### config.mk
export PLATFORM = sky130hd
export DESIGN_NAME = pipeline_stall_sequencer_flat
export DESIGN_NICKNAME = d
export VERILOG_FILES = /design/src/rtl/pipeline_stall_sequencer_if.sv /design/src/rtl/pipeline_stall_sequencer.sv /design/src/flat_wrapper.sv
export SDC_FILE = /design/constraint.sdc
export NUM_CORES = 1
export LEC_CHECK = 0
export BUFFER_PORTS_ARGS = -buffer_cell sky130_fd_sc_hd__buf_4
export CAP_MARGIN = 10
export CORE_AREA = 10 10 61 63
export DETAILED_ROUTE_END_ITERATION = 12
export DIE_AREA = 0 0 71 73
export GPL_TIMING_DRIVEN = 0
export MAX_ROUTING_LAYER = met4
export PLACE_DENSITY = 0.75
export SETUP_SLACK_MARGIN = 0.3
export SYNTH_ARGS = -nofsm -noshare
export SYNTH_HDL_FRONTEND = slang
export SYNTH_SLANG_ARGS = --single-unit
### constraint.sdc
create_clock -name clk -period 2.6 [get_ports clk]
set_input_delay 0.13 -clock clk [delete_from_list [all_inputs] [get_ports clk]]
set_output_delay 0.13 -clock clk [all_outputs]
set_load 0.05 [all_outputs]
### src/rtl/pipeline_stall_sequencer_if.sv
// Control bundle between the pipeline datapath and the stall/flush sequencer.
// The datapath (master) raises stall/flush requests; the sequencer (slave)
// answers with register enables, bubbles, the mult/div start pulse and stats.
interface pipeline_stall_sequencer_if #(
    parameter int unsigned CNT_W = 16
);
    logic             load_use_hazard;
    logic             branch_taken;
    logic             md_start;
    logic             mf_hilo_use;
    logic             mem_access;
    logic             dmem_ready;
    logic             stat_clear;
    logic             pc_write_en;
    logic             if_id_write_en;
    logic             if_id_flush;
    logic             id_ex_write_en;
    logic             id_ex_bubble;
    logic             ex_mem_write_en;
    logic             mem_wb_bubble;
    logic             md_go;
    logic             md_busy;
    logic [CNT_W-1:0] stall_cycles;

    modport master (
        output load_use_hazard, branch_taken, md_start, mf_hilo_use,
               mem_access, dmem_ready, stat_clear,
        input  pc_write_en, if_id_write_en, if_id_flush, id_ex_write_en,
               id_ex_bubble, ex_mem_write_en, mem_wb_bubble, md_go, md_busy,
               stall_cycles
    );

    modport slave (
        input  load_use_hazard, branch_taken, md_start, mf_hilo_use,
               mem_access, dmem_ready, stat_clear,
        output pc_write_en, if_id_write_en, if_id_flush, id_ex_write_en,
               id_ex_bubble, ex_mem_write_en, mem_wb_bubble, md_go, md_busy,
               stall_cycles
    );
endinterface

### src/rtl/pipeline_stall_sequencer.sv
// Central stall/flush sequencer for the 5-stage pipeline. Resolves, in priority
// order, data-memory freeze, taken-branch flush and ID stalls (load-use or a
// mult/div dependency), launches the iterative mult/div unit and tracks its
// busy window, and keeps a saturating count of cycles in which the PC held.
module pipeline_stall_sequencer #(
    parameter int unsigned MD_LATENCY = 32,
    parameter int unsigned CNT_W      = 16
) (
    input  logic                       clk,
    input  logic                       reset,
    pipeline_stall_sequencer_if.slave  bus
);
    localparam int unsigned MD_W = $clog2(MD_LATENCY + 1);

    logic [MD_W-1:0]  md_cnt;
    logic [CNT_W-1:0] stall_cnt;

    logic freeze;
    logic flush;
    logic stall;
    logic busy;
    logic go;
    logic pc_we;

    // Classify the cycle by priority and derive the mult/div launch condition.
    always_comb begin
        busy   = (md_cnt != '0);
        freeze = bus.mem_access & ~bus.dmem_ready;
        flush  = bus.branch_taken & ~freeze;
        stall  = (bus.load_use_hazard | (busy & (bus.md_start | bus.mf_hilo_use)))
                 & ~freeze & ~flush;
        go     = bus.md_start & ~busy & ~freeze & ~flush & ~bus.load_use_hazard;
    end

    // Drive the pipeline controls; reset forces every stage to hold or bubble.
    always_comb begin
        bus.pc_write_en     = 1'b1;
        bus.if_id_write_en  = 1'b1;
        bus.if_id_flush     = 1'b0;
        bus.id_ex_write_en  = 1'b1;
        bus.id_ex_bubble    = 1'b0;
        bus.ex_mem_write_en = 1'b1;
        bus.mem_wb_bubble   = 1'b0;
        bus.md_go           = go;
        bus.md_busy         = busy;
        if (!reset) begin
            bus.pc_write_en     = 1'b0;
            bus.if_id_write_en  = 1'b0;
            bus.if_id_flush     = 1'b1;
            bus.id_ex_write_en  = 1'b0;
            bus.id_ex_bubble    = 1'b1;
            bus.ex_mem_write_en = 1'b0;
            bus.mem_wb_bubble   = 1'b1;
            bus.md_go           = 1'b0;
            bus.md_busy         = 1'b0;
        end else if (freeze) begin
            bus.pc_write_en     = 1'b0;
            bus.if_id_write_en  = 1'b0;
            bus.id_ex_write_en  = 1'b0;
            bus.ex_mem_write_en = 1'b0;
            bus.mem_wb_bubble   = 1'b1;
        end else if (flush) begin
            bus.if_id_flush     = 1'b1;
            bus.id_ex_bubble    = 1'b1;
        end else if (stall) begin
            bus.pc_write_en     = 1'b0;
            bus.if_id_write_en  = 1'b0;
            bus.id_ex_bubble    = 1'b1;
        end
    end

    always_comb begin
        pc_we            = bus.pc_write_en;
        bus.stall_cycles = stall_cnt;
    end

    // Mult/div busy window: load on launch, count down every cycle (even when frozen).
    always_ff @(posedge clk) begin
        if (!reset) begin
            md_cnt <= '0;
        end else if (go) begin
            md_cnt <= MD_W'(MD_LATENCY);
        end else if (md_cnt != '0) begin
            md_cnt <= md_cnt - 1'b1;
        end
    end

    // Saturating count of cycles where the PC did not advance.
    always_ff @(posedge clk) begin
        if (!reset) begin
            stall_cnt <= '0;
        end else if (bus.stat_clear) begin
            stall_cnt <= '0;
        end else if (!pc_we && (stall_cnt != '1)) begin
            stall_cnt <= stall_cnt + 1'b1;
        end
    end
endmodule
### src/flat_wrapper.sv
// flat-port wrapper written by rule: the top's interface ports become plain ports
module pipeline_stall_sequencer_flat 
#(
    parameter int unsigned MD_LATENCY = 32,
    parameter int unsigned CNT_W      = 16
)
  (clk, reset, bus_load_use_hazard, bus_branch_taken, bus_md_start, bus_mf_hilo_use, bus_mem_access, bus_dmem_ready, bus_stat_clear, bus_pc_write_en, bus_if_id_write_en, bus_if_id_flush, bus_id_ex_write_en, bus_id_ex_bubble, bus_ex_mem_write_en, bus_mem_wb_bubble, bus_md_go, bus_md_busy, bus_stall_cycles);
  pipeline_stall_sequencer_if #(.CNT_W(CNT_W)) bus_i ();
  input  logic clk;
  input  logic reset;
  input wire logic [$bits(bus_i.load_use_hazard)-1:0] bus_load_use_hazard;
  input wire logic [$bits(bus_i.branch_taken)-1:0] bus_branch_taken;
  input wire logic [$bits(bus_i.md_start)-1:0] bus_md_start;
  input wire logic [$bits(bus_i.mf_hilo_use)-1:0] bus_mf_hilo_use;
  input wire logic [$bits(bus_i.mem_access)-1:0] bus_mem_access;
  input wire logic [$bits(bus_i.dmem_ready)-1:0] bus_dmem_ready;
  input wire logic [$bits(bus_i.stat_clear)-1:0] bus_stat_clear;
  output wire logic [$bits(bus_i.pc_write_en)-1:0] bus_pc_write_en;
  output wire logic [$bits(bus_i.if_id_write_en)-1:0] bus_if_id_write_en;
  output wire logic [$bits(bus_i.if_id_flush)-1:0] bus_if_id_flush;
  output wire logic [$bits(bus_i.id_ex_write_en)-1:0] bus_id_ex_write_en;
  output wire logic [$bits(bus_i.id_ex_bubble)-1:0] bus_id_ex_bubble;
  output wire logic [$bits(bus_i.ex_mem_write_en)-1:0] bus_ex_mem_write_en;
  output wire logic [$bits(bus_i.mem_wb_bubble)-1:0] bus_mem_wb_bubble;
  output wire logic [$bits(bus_i.md_go)-1:0] bus_md_go;
  output wire logic [$bits(bus_i.md_busy)-1:0] bus_md_busy;
  output wire logic [$bits(bus_i.stall_cycles)-1:0] bus_stall_cycles;
  assign bus_i.load_use_hazard = bus_load_use_hazard;
  assign bus_i.branch_taken = bus_branch_taken;
  assign bus_i.md_start = bus_md_start;
  assign bus_i.mf_hilo_use = bus_mf_hilo_use;
  assign bus_i.mem_access = bus_mem_access;
  assign bus_i.dmem_ready = bus_dmem_ready;
  assign bus_i.stat_clear = bus_stat_clear;
  assign bus_pc_write_en = bus_i.pc_write_en;
  assign bus_if_id_write_en = bus_i.if_id_write_en;
  assign bus_if_id_flush = bus_i.if_id_flush;
  assign bus_id_ex_write_en = bus_i.id_ex_write_en;
  assign bus_id_ex_bubble = bus_i.id_ex_bubble;
  assign bus_ex_mem_write_en = bus_i.ex_mem_write_en;
  assign bus_mem_wb_bubble = bus_i.mem_wb_bubble;
  assign bus_md_go = bus_i.md_go;
  assign bus_md_busy = bus_i.md_busy;
  assign bus_stall_cycles = bus_i.stall_cycles;
  pipeline_stall_sequencer #(.MD_LATENCY(MD_LATENCY), .CNT_W(CNT_W)) u_core (.clk(clk), .reset(reset), .bus(bus_i));
endmodule
# Yosys cells after proc, flatten, opt, wreduce, memory -nomap -nowiden

Cells that the tools add are included.

$add $sub $neg: 2
Multiplexer cells: 19
Eq/ne operators: 1
Reduce and logical (&&, ||, !) cells: 6
Bitwise logic cells: 17

Operators with widths:

| cell                    | number |
|---|---|
| $mux W1                 | 17 |
| $add A16 B1 Y16 const B | 1 |
| $ne A16 B16 Y1 const B  | 1 |
| $mux W6                 | 2 |
| $and A1 B1 Y1           | 9 |
| $not A1 Y1              | 6 |
| $reduce_bool A6 Y1      | 1 |
| $sub A6 B1 Y6 const B   | 1 |
| $reduce_or A2 Y1        | 2 |
| $or A1 B1 Y1            | 2 |
| $reduce_bool A2 Y1      | 1 |
| $logic_and A1 B1 Y1     | 1 |
| $logic_not A1 Y1        | 1 |

Input bits: 9
Logic and storage cells: 48
Bits in registers: 22
Output and inout bits: 25

# Depth between registers and ports, before layout

Depth after elaboration: 12
Gate-level depth with buffers: 10
Mapped depth without buffers: 7

# Least setup slack after synthesis

OpenSTA, ideal clock, no wires.

Path type: flip-flop to flip-flop
Start point: reg u_core.stall_cnt[0] (netlist: u_core.bus.stall_cycles[0])
End point: reg u_core.stall_cnt[11] (netlist: u_core.bus.stall_cycles[11])
Setup time: 0.070 ns
Slack: 0.378 ns
Arrival time: 2.151 ns
Cell stages (with the launch flop): 9
Data required time: 2.530 ns
Period minus slack after synthesis: 2.222 ns
Path buffers: 2
Cells stage by stage: dfxtp_1 -> ha_1 -> nand2_1 -> nor4_2 -> and2_1 -> buf_2 -> buf_2 -> o31ai_1 -> a21oi_1

Word-level cells in the longest chain between the ends: 2
Elaborated cells between the ends (all ways): 3
Classes of those cells: add/sub (1); eq/ne (1); reduce/logical (1)

RTL lines:

| what                                                                    | RTL line                       | RTL |
|---|---|---|
| start, declared                                                         | pipeline_stall_sequencer.sv:16 | `logic [CNT_W-1:0] stall_cnt;` |
| start signal, assigned                                                  | pipeline_stall_sequencer.sv:95 | `stall_cnt <= stall_cnt + 1'b1;` |
| parallel branches: the longest is 2 deep, another holds $add A16 B1 Y16 | n/a                            |  |

Several ways; the timed one is not identified.
A chain may end at the register's enable or synchronous reset.

# Final worst setup path

Start point: reg u_core.md_cnt[1]
End point: out bus_pc_write_en

Word-level cells in the longest chain between the ends: 9

RTL lines:

| what                       | RTL line                       | RTL |
|---|---|---|
| start, declared            | pipeline_stall_sequencer.sv:15 | `logic [MD_W-1:0] md_cnt;` |
| start signal, assigned     | pipeline_stall_sequencer.sv:82 | `md_cnt <= MD_W'(MD_LATENCY);` |
| start signal, assigned     | pipeline_stall_sequencer.sv:84 | `md_cnt <= md_cnt - 1'b1;` |
| $reduce_bool A6 Y1         | pipeline_stall_sequencer.sv:27 | `busy = (md_cnt != '0);` |
| $and A1 B1 Y1              | pipeline_stall_sequencer.sv:30 | `stall = (bus.load_use_hazard \| (busy & (bus.md_start \| bus.mf_hilo_use)))` |
| $or A1 B1 Y1               | pipeline_stall_sequencer.sv:30 |  |
| $and A1 B1 Y1 (2 in a row) | pipeline_stall_sequencer.sv:31 | `& ~freeze & ~flush;` |
| $mux W1                    | pipeline_stall_sequencer.sv:65 | `end else if (stall) begin` |
| $mux W1                    | pipeline_stall_sequencer.sv:62 | `end else if (flush) begin` |
| $mux W1                    | pipeline_stall_sequencer.sv:56 | `end else if (freeze) begin` |
| $mux W1                    | pipeline_stall_sequencer.sv:46 | `if (!reset) begin` |
| end, declared              | flat_wrapper.sv:18             | `output wire logic [$bits(bus_i.pc_write_en)-1:0] bus_pc_write_en;` |

No other way between the ends.

==> run metrics <==
status completed; core area 2620 um^2; wirelength, routed 3.27 mm; GR Overflow Total 0; share of Yosys cell area claimed by the top area cell type 0.354; post-DP HPWL 2.49 mm; share of cells above drive strength 1 0.314; Non-Filler Instances 225; worst min path class input pin to flip-flop; Yosys top cell by area dfxtp_1; clock power share 0.184; synth top area cells dfxtp_1 (35%), nand2_1 (5.4%), or4_1 (5.4%); Yosys cell types 39; final setup margin 0.432 ns; # setup viols final 0; Seq pwr share 0.406; Post-Place Cell Area 1530 um^2; reg2reg start u_core.bus.stall_cycles[1]; Die Span Y 73 um; placed cell count 219; Setup crit end kind output port; Post-Syn Area per Cell 8.03 um^2; Worst Setup SP u_core.md_cnt[1]; fin crit share 0.834; CTS root buf clkbuf_4; Most common cell on crit path buf_8; Synth Cell Area 1240 um^2; Final Hold Fails 0; internal power 0.657 mW; IR drop worst, VDD 0.000548 V; setup_tns 0 ns; FF-to-FF setup slack 0.49 ns; clk slew on worst S/H paths 0.13 ns; critical path peak fanout 11; # fillers 247; vias per inst 5.65; hold buffer count at CTS 0; Power Dens Cells 634 nW/um^2; minimum clock period 2.17 ns; Slowest cell on crit path dfxtp_2; Clock Latency Late Sink 0.31 ns; Sw Share 0.371; Yosys reg bits 22; routability cong. 0.829; post-route DRC violation count 0; slew of the pin with the lowest slew margin 0.482 ns; # IOs 34; Post-Route Utilization 0.630; Syn-to-layout area delta 32.4%; Yosys warning count 0; clk sinks 22; hold slack 0.104 ns; WL per Instance 14.5 um; DRT antenna net count 0; post-synthesis sequential area ratio 0.354; final instance area 1650 um^2; Slew Limit Fails 0; kind of critical path flip-flop to output port; DR iter-0 viols 78; Post-Syn Nets 167; initial antenna violation count 0; Num CTS Buffers 3; # Max-Cap Violations 0; most frequent cells in the layout buf_4 (35), nand2_1 (17), dfxtp_1 (17), nor2_1 (16), a21oi_1 (12); Starting Density 0.476; fmax 0.461 GHz; Design Power 1.04 mW; DR pass1 iterations 4; Gate Count Post-Synth 155; Die ar. 5180 um^2; delay-heaviest family, CP buffers and inverters; Bufs and invs on worst path 7; clock skew 0.00887 ns; worst path arrival time 2.04 ns; # rows 19; pin count of the biggest net entering global routing 13; Net Switching 0.387 mW; RSZ-0062 raised after global routing no; Static Leak 0.684 nW; n_diodes 0; hold path start reset; Worst setup SP type flip-flop; first-pass GRT wire length 5.52 mm; Slew headroom 0.678; storage element area 449 um^2; area of the multi-input gates 746 um^2; Die Wd 71 um; Combinational Power Share 0.410; Critical Path RT 2.47 ns; Net count, final 207; clock buffer depth 2; GRT Util Overall 0.129; crit-path cells inv_1, ha_2, a211oi_2, or2_1, buf_6, inv_4, buf_8, buf_8, buf_4, buf_8; CTS tree built; CP max stage delay 0.37 ns; Vias 1271; vias in the first global route 1254; Place WS 0.458 ns; Max H-tree Level 1; number of port buffers 33; most common cell after layout, fill and taps aside buf_4
-- logic make-up after synthesis --
| kind of cell | share of synthesized area |
|---|---|
| flops | 0.354 |
| buf+inv | 0.0703 |
| simple gates | 0.325 |
| xor+xnor | 0.0422 |
| fa+ha+maj | 0.0302 |
| compound gates | 0.163 |
| mux | 0.0161 |
-- worst paths after layout --
check	endpoint	cells past startpoint
max	bus_pc_write_en	10
max reg2reg	u_core.bus.stall_cycles[1]	8
min reg2reg	u_core.bus.stall_cycles[12]	2
min	u_core.md_cnt[0]	3
-- layer usage --
| metal | wire, um | up-vias | global-route usage |
|---|---|---|---|
| li1 | - | 637 | - |
| met1 | 1460 | 577 | 0.151 |
| met2 | 1550 | 50 | 0.216 |
| met3 | 205 | 7 | 0.0259 |
| met4 | 57 | 0 | 0.0452 |
| met5 | 0 | - | - |
-- worst min-delay path, stage by stage --
cell and delay [ns]:
buf_4 0.14, nand2_1 0.08, nor2_1 0.04
-- Yosys cell counts --
cell       n
dfxtp_1   22
a21oi_1   12
o21ai_1    2
or2_1      1
nor3_1     1
or3_1      1
nand4b_1   1
and4_1     2
a211oi_1   1
buf_4      3
ha_1       3
o211ai_1   1
a41o_1     1
nor4_2     2
mux2i_1    2
a211oi_2   1
nand2b_1   3
buf_2      2
inv_1      6
or4_1      9
o21ai_0    1
or2_2      2
and3_1     3
nand3_1   11
a31oi_1    1
xnor2_1    3
inv_4      1
o31ai_1    8
nand2_1   18
xor2_1     3
and2_1     2
nor2_1    17
o41ai_1    1
buf_6      2
o311ai_0   1
nor4_1     1
nand4_1    2
o22ai_1    1
clkbuf_1   1
-- state kept, by name (all words and copies together) (netlist names) --
name                     cells
u_core.md_cnt                6
u_core.bus.stall_cycles     16
-- power groups by stage --
| stage | Combinational, mW | Clock (mW) | Sequential, mW |
|---|---|---|---|
| after floorplan | 0.289 | 0 | 0.416 |
| after global placement | 0.369 | 0 | 0.414 |
| after detailed placement | 0.382 | 0 | 0.417 |
| after CTS | 0.406 | 0.195 | 0.419 |
| after global routing | 0.471 | 0.211 | 0.427 |
| final | 0.428 | 0.192 | 0.424 |
-- timing repair --
action	4_1_cts	5_1_grt
pin swaps	1	3
gates resized for setup	3	17
endpoints found under the hold margin	0	0
buffers inserted	1	1
endpoints found under the setup margin	1	13
-- area by class of cell --
type / instances / share of cell area
sequential: 22 / 0.273
multi-input combinational: 118 / 0.453
inverter: 7 / 0.0175
timing repair buffer: 35 / 0.166
tap: 31 / 0.0235
clock buffer: 4 / 0.0220
buffer: 8 / 0.0456
Power figures use the tool's default switching activity.
